$ cat src/rtl/oddr_gearbox_pkg.sv
// rtl/oddr_gearbox_pkg.sv - shared types and constants for the ODDR x2 transmit gearbox
package oddr_gearbox_pkg;

  typedef enum logic [1:0] {
    ST_IDLE  = 2'd0,
    ST_TRAIN = 2'd1,
    ST_DATA  = 2'd2
  } state_t;

  localparam logic [3:0] IDLE_PAT_DEF  = 4'h0;
  localparam logic [3:0] TRAIN_PAT_DEF = 4'hA;

  function automatic int nib_count(input int word_w);
    return word_w / 4;
  endfunction

endpackage

$ cat src/rtl/sync_word_fifo.sv
// rtl/sync_word_fifo.sv - single-clock word FIFO with occupancy count
module sync_word_fifo #(
  parameter int WIDTH = 9,
  parameter int DEPTH = 4
) (
  input  logic                       SCLK,
  input  logic                       rst_internal,
  input  logic                       wr_en,
  input  logic [WIDTH-1:0]           din,
  input  logic                       rd_en,
  output logic [WIDTH-1:0]           dout,
  output logic [$clog2(DEPTH):0]     level,
  output logic                       full,
  output logic                       empty
);

  localparam int PW = $clog2(DEPTH);
  localparam int LW = PW + 1;

  logic [WIDTH-1:0] mem [DEPTH];
  logic [PW-1:0]    wr_ptr;
  logic [PW-1:0]    rd_ptr;
  logic             do_wr;
  logic             do_rd;

  // A full FIFO refuses writes even when a read frees a slot on the same edge.
  assign full  = (level == LW'(DEPTH));
  assign empty = (level == '0);
  assign do_wr = wr_en && !full;
  assign do_rd = rd_en && !empty;
  assign dout  = mem[rd_ptr];

  always_ff @(posedge SCLK) begin
    if (do_wr) mem[wr_ptr] <= din;
  end

  always_ff @(posedge SCLK or posedge rst_internal) begin
    if (rst_internal) begin
      wr_ptr <= '0;
      rd_ptr <= '0;
      level  <= '0;
    end else begin
      if (do_wr) wr_ptr <= wr_ptr + 1'b1;
      if (do_rd) rd_ptr <= rd_ptr + 1'b1;
      case ({do_wr, do_rd})
        2'b10:   level <= level + 1'b1;
        2'b01:   level <= level - 1'b1;
        default: level <= level;
      endcase
    end
  end

endmodule

$ cat src/rtl/oddrx2_tx_gearbox.sv
// rtl/oddrx2_tx_gearbox.sv - buffers words and slices them into nibbles for the 4:1 ODDR serializer
module oddrx2_tx_gearbox
  import oddr_gearbox_pkg::*;
#(
  parameter int         WORD_W     = 8,
  parameter int         FIFO_DEPTH = 4,
  parameter logic [3:0] IDLE_PAT   = IDLE_PAT_DEF,
  parameter logic [3:0] TRAIN_PAT  = TRAIN_PAT_DEF
) (
  input  logic                          SCLK,
  input  logic                          rst_internal,
  input  logic [WORD_W-1:0]             in_data,
  input  logic                          in_last,
  input  logic                          in_valid,
  output logic                          in_ready,
  input  logic                          train_en,
  input  logic                          clr_underrun,
  output logic                          D0,
  output logic                          D1,
  output logic                          D2,
  output logic                          D3,
  output logic                          tx_active,
  output logic                          underrun,
  output logic [$clog2(FIFO_DEPTH):0]   fifo_level
);

  localparam int         NIB      = nib_count(WORD_W);
  localparam logic [2:0] LAST_IDX = 3'(NIB - 1);

  logic [WORD_W:0]   fifo_dout;
  logic              fifo_full;
  logic              fifo_empty;
  logic              pop;

  state_t            state, next_state;
  logic [2:0]        nib_idx, next_idx;
  logic [WORD_W-1:0] cur_word, next_word;
  logic              cur_last, next_last;
  logic [3:0]        d_q, next_d;
  logic              set_underrun;

  assign in_ready = !fifo_full;
  assign {D3, D2, D1, D0} = d_q;

  sync_word_fifo #(
    .WIDTH (WORD_W + 1),
    .DEPTH (FIFO_DEPTH)
  ) u_fifo (
    .SCLK         (SCLK),
    .rst_internal (rst_internal),
    .wr_en        (in_valid),
    .din          ({in_last, in_data}),
    .rd_en        (pop),
    .dout         (fifo_dout),
    .level        (fifo_level),
    .full         (fifo_full),
    .empty        (fifo_empty)
  );

  // nib_idx tracks the nibble currently on D, so the last-nibble decision is made on that edge.
  always_comb begin
    next_state   = state;
    next_idx     = nib_idx;
    next_word    = cur_word;
    next_last    = cur_last;
    next_d       = IDLE_PAT;
    pop          = 1'b0;
    set_underrun = 1'b0;
    case (state)
      ST_IDLE: begin
        if (!fifo_empty) begin
          pop        = 1'b1;
          next_word  = fifo_dout[WORD_W-1:0];
          next_last  = fifo_dout[WORD_W];
          next_idx   = 3'd0;
          next_d     = fifo_dout[3:0];
          next_state = ST_DATA;
        end else if (train_en) begin
          next_d     = TRAIN_PAT;
          next_state = ST_TRAIN;
        end
      end
      ST_TRAIN: begin
        if (train_en) begin
          next_d = TRAIN_PAT;
        end else begin
          next_state = ST_IDLE;
        end
      end
      ST_DATA: begin
        if (nib_idx != LAST_IDX) begin
          next_idx = nib_idx + 3'd1;
          next_d   = 4'(cur_word >> {next_idx, 2'b00});
        end else if (cur_last) begin
          next_state = ST_IDLE;
        end else if (!fifo_empty) begin
          pop       = 1'b1;
          next_word = fifo_dout[WORD_W-1:0];
          next_last = fifo_dout[WORD_W];
          next_idx  = 3'd0;
          next_d    = fifo_dout[3:0];
        end else begin
          set_underrun = 1'b1;
          next_state   = ST_IDLE;
        end
      end
      default: next_state = ST_IDLE;
    endcase
  end

  always_ff @(posedge SCLK or posedge rst_internal) begin
    if (rst_internal) begin
      state     <= ST_IDLE;
      nib_idx   <= 3'd0;
      cur_word  <= '0;
      cur_last  <= 1'b0;
      d_q       <= IDLE_PAT;
      tx_active <= 1'b0;
      underrun  <= 1'b0;
    end else begin
      state     <= next_state;
      nib_idx   <= next_idx;
      cur_word  <= next_word;
      cur_last  <= next_last;
      d_q       <= next_d;
      tx_active <= (next_state == ST_DATA);
      if (set_underrun)      underrun <= 1'b1;
      else if (clr_underrun) underrun <= 1'b0;
    end
  end

endmodule
$ cat config.mk
export PLATFORM = sky130hd
export DESIGN_NAME = oddrx2_tx_gearbox
export DESIGN_NICKNAME = d
export VERILOG_FILES = /design/src/rtl/oddr_gearbox_pkg.sv /design/src/rtl/sync_word_fifo.sv /design/src/rtl/oddrx2_tx_gearbox.sv
export SDC_FILE = /design/constraint.sdc
export NUM_CORES = 1
export LEC_CHECK = 0
export ABC_CLOCK_PERIOD_IN_PS = 2500
export CORE_ASPECT_RATIO = 0.8
export CORE_MARGIN = 8
export CORE_UTILIZATION = 40
export DETAILED_ROUTE_END_ITERATION = 16
export GPL_TIMING_DRIVEN = 0
export PLACE_DENSITY_LB_ADDON = 0.12
export SLEW_MARGIN = 5
export SYNTH_ARGS = -nofsm -noshare
export SYNTH_HDL_FRONTEND = slang
export SYNTH_SLANG_ARGS = --single-unit
$ cat constraint.sdc
create_clock -name SCLK -period 2.5 [get_ports SCLK]
set_input_delay 0.25 -clock SCLK [delete_from_list [all_inputs] [get_ports SCLK]]
set_output_delay 0.25 -clock SCLK [all_outputs]
set_load 0.01 [all_outputs]
# Word-level counts from Yosys, hierarchy flattened
# Memories as Yosys holds them, arrays and structs flattened.
# Cells that the tools add are included.
dict set report op_classes {
  mux 39
  mul 0
  addsub 5
  n_bitwise 0
  div 0
  n_eq_ne 11
  n_reduce_logical 12
  order_cmp 0
  n_shift 1
}
# cell count
set ops {}
lappend ops {{$mux 8} 3}
lappend ops {{$mux 4} 5}
lappend ops {{$pmux 8 s2} 1}
lappend ops {{$mux 1} 15}
lappend ops {{$mux 2} 6}
lappend ops {{$pmux 3 s2} 2}
lappend ops {{$pmux 4 s3} 1}
lappend ops {{$mux 3} 3}
lappend ops {{$shr 8x5->4} 1}
lappend ops {{$add 3x1->3 const B} 2}
lappend ops {{$eq 2x2->1 const B} 3}
lappend ops {{$ne 2x2->1 const B} 3}
lappend ops {{$pmux 2 s3} 1}
lappend ops {{$reduce_and 3->1} 2}
lappend ops {{$reduce_bool 2->1} 3}
lappend ops {{$add 2x1->2 const B} 2}
lappend ops {{$eq 2x1->1 const B} 2}
lappend ops {{$pmux 1 s2} 2}
lappend ops {{$eq 3x3->1 const B} 1}
lappend ops {{$logic_not 3->1} 1}
lappend ops {{$ne 3x1->1 const B} 1}
lappend ops {{$ne 3x3->1 const B} 1}
lappend ops {{$sub 3x1->3 const B} 1}
lappend ops {{$logic_and 1x1->1} 2}
lappend ops {{other kinds (3)} 4}
dict set report word_totals {
  out_inout_bits 10
  in_bits 14
  latchBits 0
  register_bits 27
  rom_bits 0
  mem_bits_rw 36
  wordCells 79
  n_memories 1
}
# name depth width rd rd_ports_with_merged_regs write_ports line
set mem_list {}
lappend mem_list {u_fifo.mem 4 9 1 0 1 sync_word_fifo.sv:20} ;# logic [WIDTH-1:0] mem [DEPTH];

# Depth between registers and ports, before layout
# Gate-level depths: netlist of the first run.
dict set report depth {
  depth_word 8
  mapped_depth 11
  mapped_depth_nobuf 10
}

# Cells and area by module
# From an unflattened synthesis of the first run, not the netlist that was laid out.
dict set report unflattened {
  hier_cells 167
  area_unflattened_um2 2722.6
}
# module cells_per_inst seq_area_each_um2 n_inst area_each_um2
set by_module_without_submodules {}
lappend by_module_without_submodules {sync_word_fifo 85 1256.2 1 1742.9}
lappend by_module_without_submodules {oddrx2_tx_gearbox 82 500.5 1 979.7}

# Worst setup path before layout of the first run
# No wires, ideal clock.
dict set report synth_timing {
  kind {reg-to-reg}
  from {register nib_idx[1]}
  to {register u_fifo.level[2]}
  t_required_ns 2.421
  path_stages_with_launch 12
  period_less_slack_ns 2.559
  n_path_buf 1
  setup_ns 0.079
  path_slack_ns -0.059
  arrival_time_ns 2.479
  path_cell_list {dfrtp_1 inv_1 ha_1 or3b_4 a211oi_4 buf_6 ha_1 inv_1 fa_1 xor2_1 nor2_1 xor2_1}
}
dict set report synth_between {
  elab_chain_len 6
  elab_cells_between_ends 8
  cone_classes {eq/ne: 3; mux: 3; reduce/logical: 2}
}
# element line
set synth_lines {}
lappend synth_lines {{start, declared} oddrx2_tx_gearbox.sv:36} ;# logic [2:0] nib_idx, next_idx;
lappend synth_lines {{start signal, assigned} oddrx2_tx_gearbox.sv:122} ;# nib_idx <= next_idx;
lappend synth_lines {{$ne 3x1->1 (*)} oddrx2_tx_gearbox.sv:91} ;# if (nib_idx != LAST_IDX) begin
lappend synth_lines {{$mux 1 (*)} oddrx2_tx_gearbox.sv:91}
lappend synth_lines {{$pmux 1 s2 (*)} oddrx2_tx_gearbox.sv:69} ;# case (state)
lappend synth_lines {{$logic_and 1x1->1 (*)} sync_word_fifo.sv:30} ;# assign do_rd = rd_en && !empty;
lappend synth_lines {{named net u_fifo.do_rd} sync_word_fifo.sv:24} ;# logic do_rd;
lappend synth_lines {{$eq 2x1->1 / $eq 2x2->1 (equally long branches)} sync_word_fifo.sv:45} ;# case ({do_wr, do_rd})
lappend synth_lines {{$pmux 3 s2 / $reduce_bool 2->1 (equally long branches)} --}
lappend synth_lines {{end signal, assigned} sync_word_fifo.sv:46} ;# 2'b10: level <= level + 1'b1;
lappend synth_lines {{end signal, assigned} sync_word_fifo.sv:47} ;# 2'b01: level <= level - 1'b1;
lappend synth_lines {{end signal, assigned} sync_word_fifo.sv:48} ;# default: level <= level;
lappend synth_lines {{end, declared} sync_word_fifo.sv:12} ;# output logic [$clog2(DEPTH):0] level,
# Mark *: on every way through the listed nets, which the timed path passes. The rest lies on a longest branch.
# A chain may end at the register's enable or synchronous reset.

# Worst setup path after layout of the first run
# Same ends and word-level chain as after synthesis.

==> results of run 1 <==
-- flip-flops by register name, indices dropped and copies added (netlist names) --
name,flops
cur_last,1
cur_word,8
d_q,4
nib_idx,3
state,2
tx_active,1
u_fifo.level,3
u_fifo.mem,36
u_fifo.rd_ptr,2
u_fifo.wr_ptr,2
underrun,1
-- worst max-delay path by stage --
stage / startpoint / endpoint / slack (ns) / depth (start not counted)
finish: nib_idx[1] / u_fifo.level[2] / 0.08 / 11
floorplan: nib_idx[1] / u_fifo.level[2] / 0.003 / 11
global route: nib_idx[1] / u_fifo.level[2] / 0.01 / 11
global placement: nib_idx[1] / u_fifo.level[2] / -0.13 / 11
CTS: nib_idx[1] / u_fifo.level[2] / 0.007 / 11
detailed placement: nib_idx[1] / u_fifo.level[2] / -0.21 / 11
-- critical path: cells and delay by family (launching register included) --
kind                       cells  cell delay, ns
adders and majority gates      3            0.60
and+or+nand+nor                2            0.52
DFF                            1            0.39
xor gates and xnor gates       2            0.31
buffers and inverters          3            0.28
AOI/OAI and AO/OA              1            0.24
-- area by class of cell --
class                      instances  area, µm²  share of cell area
timing repair buffer              27        260              0.0799
buffer                             5       27.5             0.00845
multi-input combinational         88        820               0.252
clock buffer                       9        124              0.0380
clock inverter                     7        111              0.0342
sequential                        63       1760               0.539
inverter                          14       52.6              0.0161
tap                               84        105              0.0323
-- cell usage after synthesis --
master and n:
edfxtp_1 36, dfrtp_1 27, inv_1 14, nand2_1 10
mux4_2 9, ha_1 7, mux2_2 6, o21ai_0 6
a21oi_1 4, and3_1 4, mux2i_1 4, nand3_1 4
nor2_1 4, o21ai_1 4, clkbuf_1 3, nor3_1 3
xor2_1 3, nand2b_1 2, nor2b_1 2, xnor2_1 2
a211oi_4 1, a21o_1 1, and2_1 1, buf_2 1
buf_6 1, fa_1 1, mux2_1 1, nand2_2 1
nand4_1 1, nor4b_1 1, o211ai_1 1, o221ai_1 1
o22ai_1 1, or3_1 1, or3b_4 1, xnor2_2 1
-- per-layer routing --
metal | up-vias | part of all wire | GRT usage
met2 | 37 | 0.50 | 0.186
li1 | 696 | - | -
met5 | - | 0 | 0
met3 | 9 | 0.059 | 0.0437
met4 | 0 | 0.021 | 0.0688
met1 | 702 | 0.42 | 0.125
-- repair_timing --
item | CTS | global route
resized for setup | 2 | 1
pin swaps | 2 | 2
hold buffers | 0 | 0
buffers inserted | 3 | 1
endpoints found under the setup margin | 2 | 1
-- through the flow --
stage	setup slack, ns	instance area [µm²]
floorplan	0.00331	2640
finish	0.0829	3260
global placement	-0.132	2980
CTS	0.00663	3250
detailed placement	-0.211	2980
global route	0.0107	3260
-- cell families after synthesis --
family / Yosys count / synth area share
DFF: 63 / 0.668
and+or+nand+nor: 35 / 0.0695
muxes: 20 / 0.122
AOI/OAI and AO/OA: 19 / 0.0457
buffers and inverters: 19 / 0.0305
adders and majority gates: 8 / 0.0409
xor gates and xnor gates: 6 / 0.0229
-- power by group --
part           internal (mW)  leakage [nW]  switching, mW
combinational          0.805         0.493          0.781
sequential              1.44         0.657          0.163
clock                  0.655         0.118          0.369
-- cell usage in the layout (no fill, tap or decap), types with 4 or more instances in the layout --
master / n
a21oi_1: 4
and3_1: 4
buf_4: 4
clkbuf_8: 9
clkdlybuf4s50_1: 23
dfrtp_1: 27
edfxtp_1: 36
ha_1: 5
inv_1: 13
mux2_2: 6
mux2i_1: 4
mux4_2: 9
nand2_1: 10
nand3_1: 4
nor2_1: 4
o21ai_0: 6
o21ai_1: 4
==> impl_metrics.yaml, run 1 <==
sta:
  setup_viol: 0
  tightest_slew_ns: 1.02
  slew_viol_final: 0
  timing.fmax_ghz: 0.414
  slew_headroom: 0.322
  hold_viol_final: 0
  fin_skew_ns: 0.00541
  fin_crit_ns: 2.42
  hold_ws_ns: 0.468
  rsz0062_at_grt: "false"
  finalCritPeriodShare: 0.967
  tns_ns: 0
critical_path:
  worstPathRequired_ns: 2.76
  cp-end-kind: "flop"
  start_kind: "flop"
  reg2regPathDepth: 11
  cp_slowest_stage_delay_ns: 0.39
  rrSetupSlack_ns: 0.08
  critical_path.slowest_cell: "dfrtp_1"
  crit_arrival_ns: 2.67
  r2r_start: "nib_idx[1]"
  setup.worst_path.class: "flop to flop"
  worst-path-max-fanout: 4
  crit_chain: "inv_2 > ha_4 > or3b_4 > a211oi_4 > buf_6 > ha_4 > inv_1 > fa_2 > xor2_1 > nor2_1 > xor2_1"
  timing.rr.end: "u_fifo.level[2]"
power:
  p_leak_nw: 1.27
  power_density_nw_per_um2: 1290
  ir_worst_vdd_uv: 420
  power_mw: 4.22
logic_synthesis:
  ys_seq_elements: 63
  synth.yosys.warnings: 0
  synthDistinctLibCells: 36
  yosysTopAreaCell: "edfxtp_1"
  syn-num-nets: 192
  synth_cells: 170
  synth-seq-area-share: 0.668
  synth_top_area_share: 0.411
  syn_area_um2: 2630
  synth_area_leaders: "edfxtp_1, dfrtp_1, mux4_2, ha_1, mux2_2"
  postSynthAreaPerCell_um2: 15.5
cells_and_area:
  nFillCells: 574
  antennaDiodeCount: 0
  instances_no_fill: 297
  syn_to_final_growth_pct: 23.9
  utilization: 0.511
  final_layout_size_suffix_gt1_frac: 0.202
  nNetsFinal: 230
die:
  core.rowCount: 26
  fp.dieH_um: 88.5
  dieArea_um2: 9440
  start_util: 0.412
  pin_count: 24
  coreArea_um2: 6380
  fp.dieW_um: 107
place:
  port_buffers: 23
  hpwlAfterDp_um: 3300
  dp_cells: 277
  gp_congestion: 0.822
routing:
  first_iter_violations: 71
  dr.pass1.iters: 4
  num_vias: 1444
  drc: 0
  viasPerCell: 4.86
  postRouteAntennaNets: 0
  totalWireLength_um: 4710
  routedWlPerCell_um: 15.9
global_route:
  grt_max_degree: 28
  antenna_found_initial: 0
  gr-total-overflow: 0
  grt_pass1_vias: 1612
  grt_first_pass_wirelength_um: 7890
  grtUsageTotal: 0.114
run:
  maxCapViolCount: 0
clock_network:
  cts_max_path_buffers: 2
  cts.htree.levels: 3
  cts_buffers: 9
  tritoncts: "built"
  cts-root-buf: "clkbuf_8"
  clk_pin_slew_ns: 0.07
  clock_latency_ns: 0.33
  cts.sinks: 63
worst_hold_path:
  hold_path.class: "primary input to async pin"
outcome:
  status: "finished clean"
(Power assumes the default switching activity.)
==> run 2, diff against run 1 <==
--- a/config.mk
+++ b/config.mk
@@ -8,2 +8,3 @@
 export ABC_CLOCK_PERIOD_IN_PS = 2500
+export CAP_MARGIN = 20
 export CORE_ASPECT_RATIO = 0.8
--- a/constraint.sdc
+++ b/constraint.sdc
@@ -3,2 +3,2 @@
 set_output_delay 0.25 -clock SCLK [all_outputs]
-set_load 0.01 [all_outputs]
+set_load 0.1 [all_outputs]
==> run 2 against run 1 <==
  * Core utilization increased by 0.43 points
  * Worst hold slack worse by 0.31 ns
  * Sequential share of layout area is 0.19 points lower
  * Critical path depth unchanged
  * First-iteration DRC count unchanged
  * Via count fell by 0.97%
  * Sequential power hardly changed
  * Count of clock-buffer cells in the layout unchanged
  * Clock power fell by 9%
  * Cell area rose by 0.85%
  * Setup slack gained 0.018 ns
  * Sequential cell count unchanged
  * Critical path type unchanged
  * Critical endpoint unchanged
  * Largest power group is now combinational cells
==> impl_metrics.yaml, run 2 (synthesis gave the netlist of run 1 again) <==
die:
  coreArea_um2: 6380
  fp.dieW_um: 107
  dieArea_um2: 9440
  pin_count: 24
  fp.dieH_um: 88.5
  start_util: 0.412
  core.rowCount: 26
cells_and_area:
  regMostFlops: "u_fifo.mem"
  nFillCells: 550
  antennaDiodeCount: 0
  nNetsFinal: 231
  syn_to_final_growth_pct: 24.9
  final_common_cell: "edfxtp_1"
  reg.largest.list: "u_fifo.mem x36, cur_word x8, d_q x4"
  final_layout_size_suffix_gt1_frac: 0.234
  layout_common_cells: "edfxtp_1, dfrtp_1, clkdlybuf4s50_1"
  largest_reg_flops: 36
  utilization: 0.515
run:
  maxCapViolCount: 0
sta:
  setup_viol: 0
  fin_crit_ns: 2.40
  finalCritPeriodShare: 0.959
  slew_viol_final: 0
  tightest_slew_ns: 0.974
  slew_headroom: 0.348
  timing.fmax_ghz: 0.417
  rsz0062_at_grt: "true"
  fin_skew_ns: 0.00489
  hold_viol_final: 0
critical_path:
  worst-path-max-fanout: 4
  rrSetupSlack_ns: 0.10
  worstPathRequired_ns: 2.75
  crit_arrival_ns: 2.65
  setup.worst_path.class: "flop to flop"
  cp-end-kind: "flop"
  start_kind: "flop"
clock_network:
  tritoncts: "built"
  cts-root-buf: "clkbuf_8"
  cts.sinks: 63
  cts_buffers: 9
  holdBufCountCts: 0
  cts_max_path_buffers: 2
  cts.htree.levels: 3
  clk_pin_slew_ns: 0.07
  clock_latency_ns: 0.33
routing:
  dr.pass1.iters: 6
  num_vias: 1430
  postRouteAntennaNets: 0
  routedWlPerCell_um: 15.5
  totalWireLength_um: 4610
  first_iter_violations: 71
  drc: 0
  viasPerCell: 4.80
global_route:
  grtUsageTotal: 0.111
  grt_pass1_vias: 1565
  grt_util_met2: 0.182
  grt_max_degree: 28
  antenna_found_initial: 0
  grt_first_pass_wirelength_um: 7710
  met1_usage: 0.121
  grt_use_met3: 0.0582
  gr-total-overflow: 0
  top_usage_layer: "met2"
power:
  ir_worst_vdd_uv: 505
  power_density_nw_per_um2: 1390
  p_leak_nw: 1.26
  power_mw: 4.58
place:
  gp_congestion: 0.814
  port_buffers: 23
  hpwlAfterDp_um: 3250
worst_hold_path:
  hold_path.class: "primary input to async pin"
outcome:
  status: "finished clean"
run 2: cell count changes in the layout (fill, tap and decap cells not counted), sizes merged:
cell	change
clkinvlp	+2
clkinv	-1
buf	+1
bufinv	-1
run 2: final timing paths:
check                                  end  cells after the start    startpoint
max in group asynchronous  u_fifo.level[0]                      3  rst_internal
min reg2reg                    cur_word[1]                      1   cur_word[1]
min in group SCLK                 underrun                      2  clr_underrun
max reg2reg                u_fifo.level[2]                     11    nib_idx[1]
min                               cur_last                      2  rst_internal
max                        u_fifo.level[2]                     11    nib_idx[1]
run 2: critical path, cell delays in order (launching register included):
cell and delay, ns:
dfrtp_1 0.39, inv_2 0.08, ha_4 0.14, or3b_4 0.39
a211oi_4 0.25, buf_6 0.15, ha_4 0.13, inv_2 0.04
fa_2 0.34, xor2_1 0.14, nor2_1 0.11, xor2_1 0.16
run 2: where the power goes:
part	leakage (nW)	total, mW	internal [mW]	switching [mW]
Clock	0.100	0.925	0.552	0.373
Sequential	0.654	1.62	1.46	0.165
Combinational	0.510	2.03	0.812	1.22
run 2: area by class of cell:
type                       count  area, µm²  share of cell area
timing repair buffer          28        288              0.0876
multi-input combinational     88        835               0.254
clock inverter                 7       87.6              0.0267
sequential                    63       1770               0.538
buffer                         5       27.5             0.00838
inverter                      14       52.6              0.0160
tap                           84        105              0.0320
clock buffer                   9        124              0.0377
run 2: routing by layer:
layer  wire (µm)  up-vias
li1            -      696
met1        2060      702
met2        2270       28
met3         241        4
met4          46        0
met5           0        -
run 2: through the flow:
step,TNS (ns),cells,setup slack (ns),area (µm²),hold slack [ns]
6_report,0,298,0.101,3280,0.159
5_1_grt,-0.0164,298,-0.0164,3280,0.182
4_1_cts,0,295,0.000406,3240,0.469
3_5_place_dp,-0.241,277,-0.187,3010,0.478
3_3_place_gp,-0.0905,277,-0.0905,3010,0.475
2_1_floorplan,0,170,0.0316,2670,0.303
run 2: repair_timing:
action	in CTS	in global routing
pin swaps	1	5
setup endpoints to repair	2	1
setup buffers	2	2
resized for setup	1	2
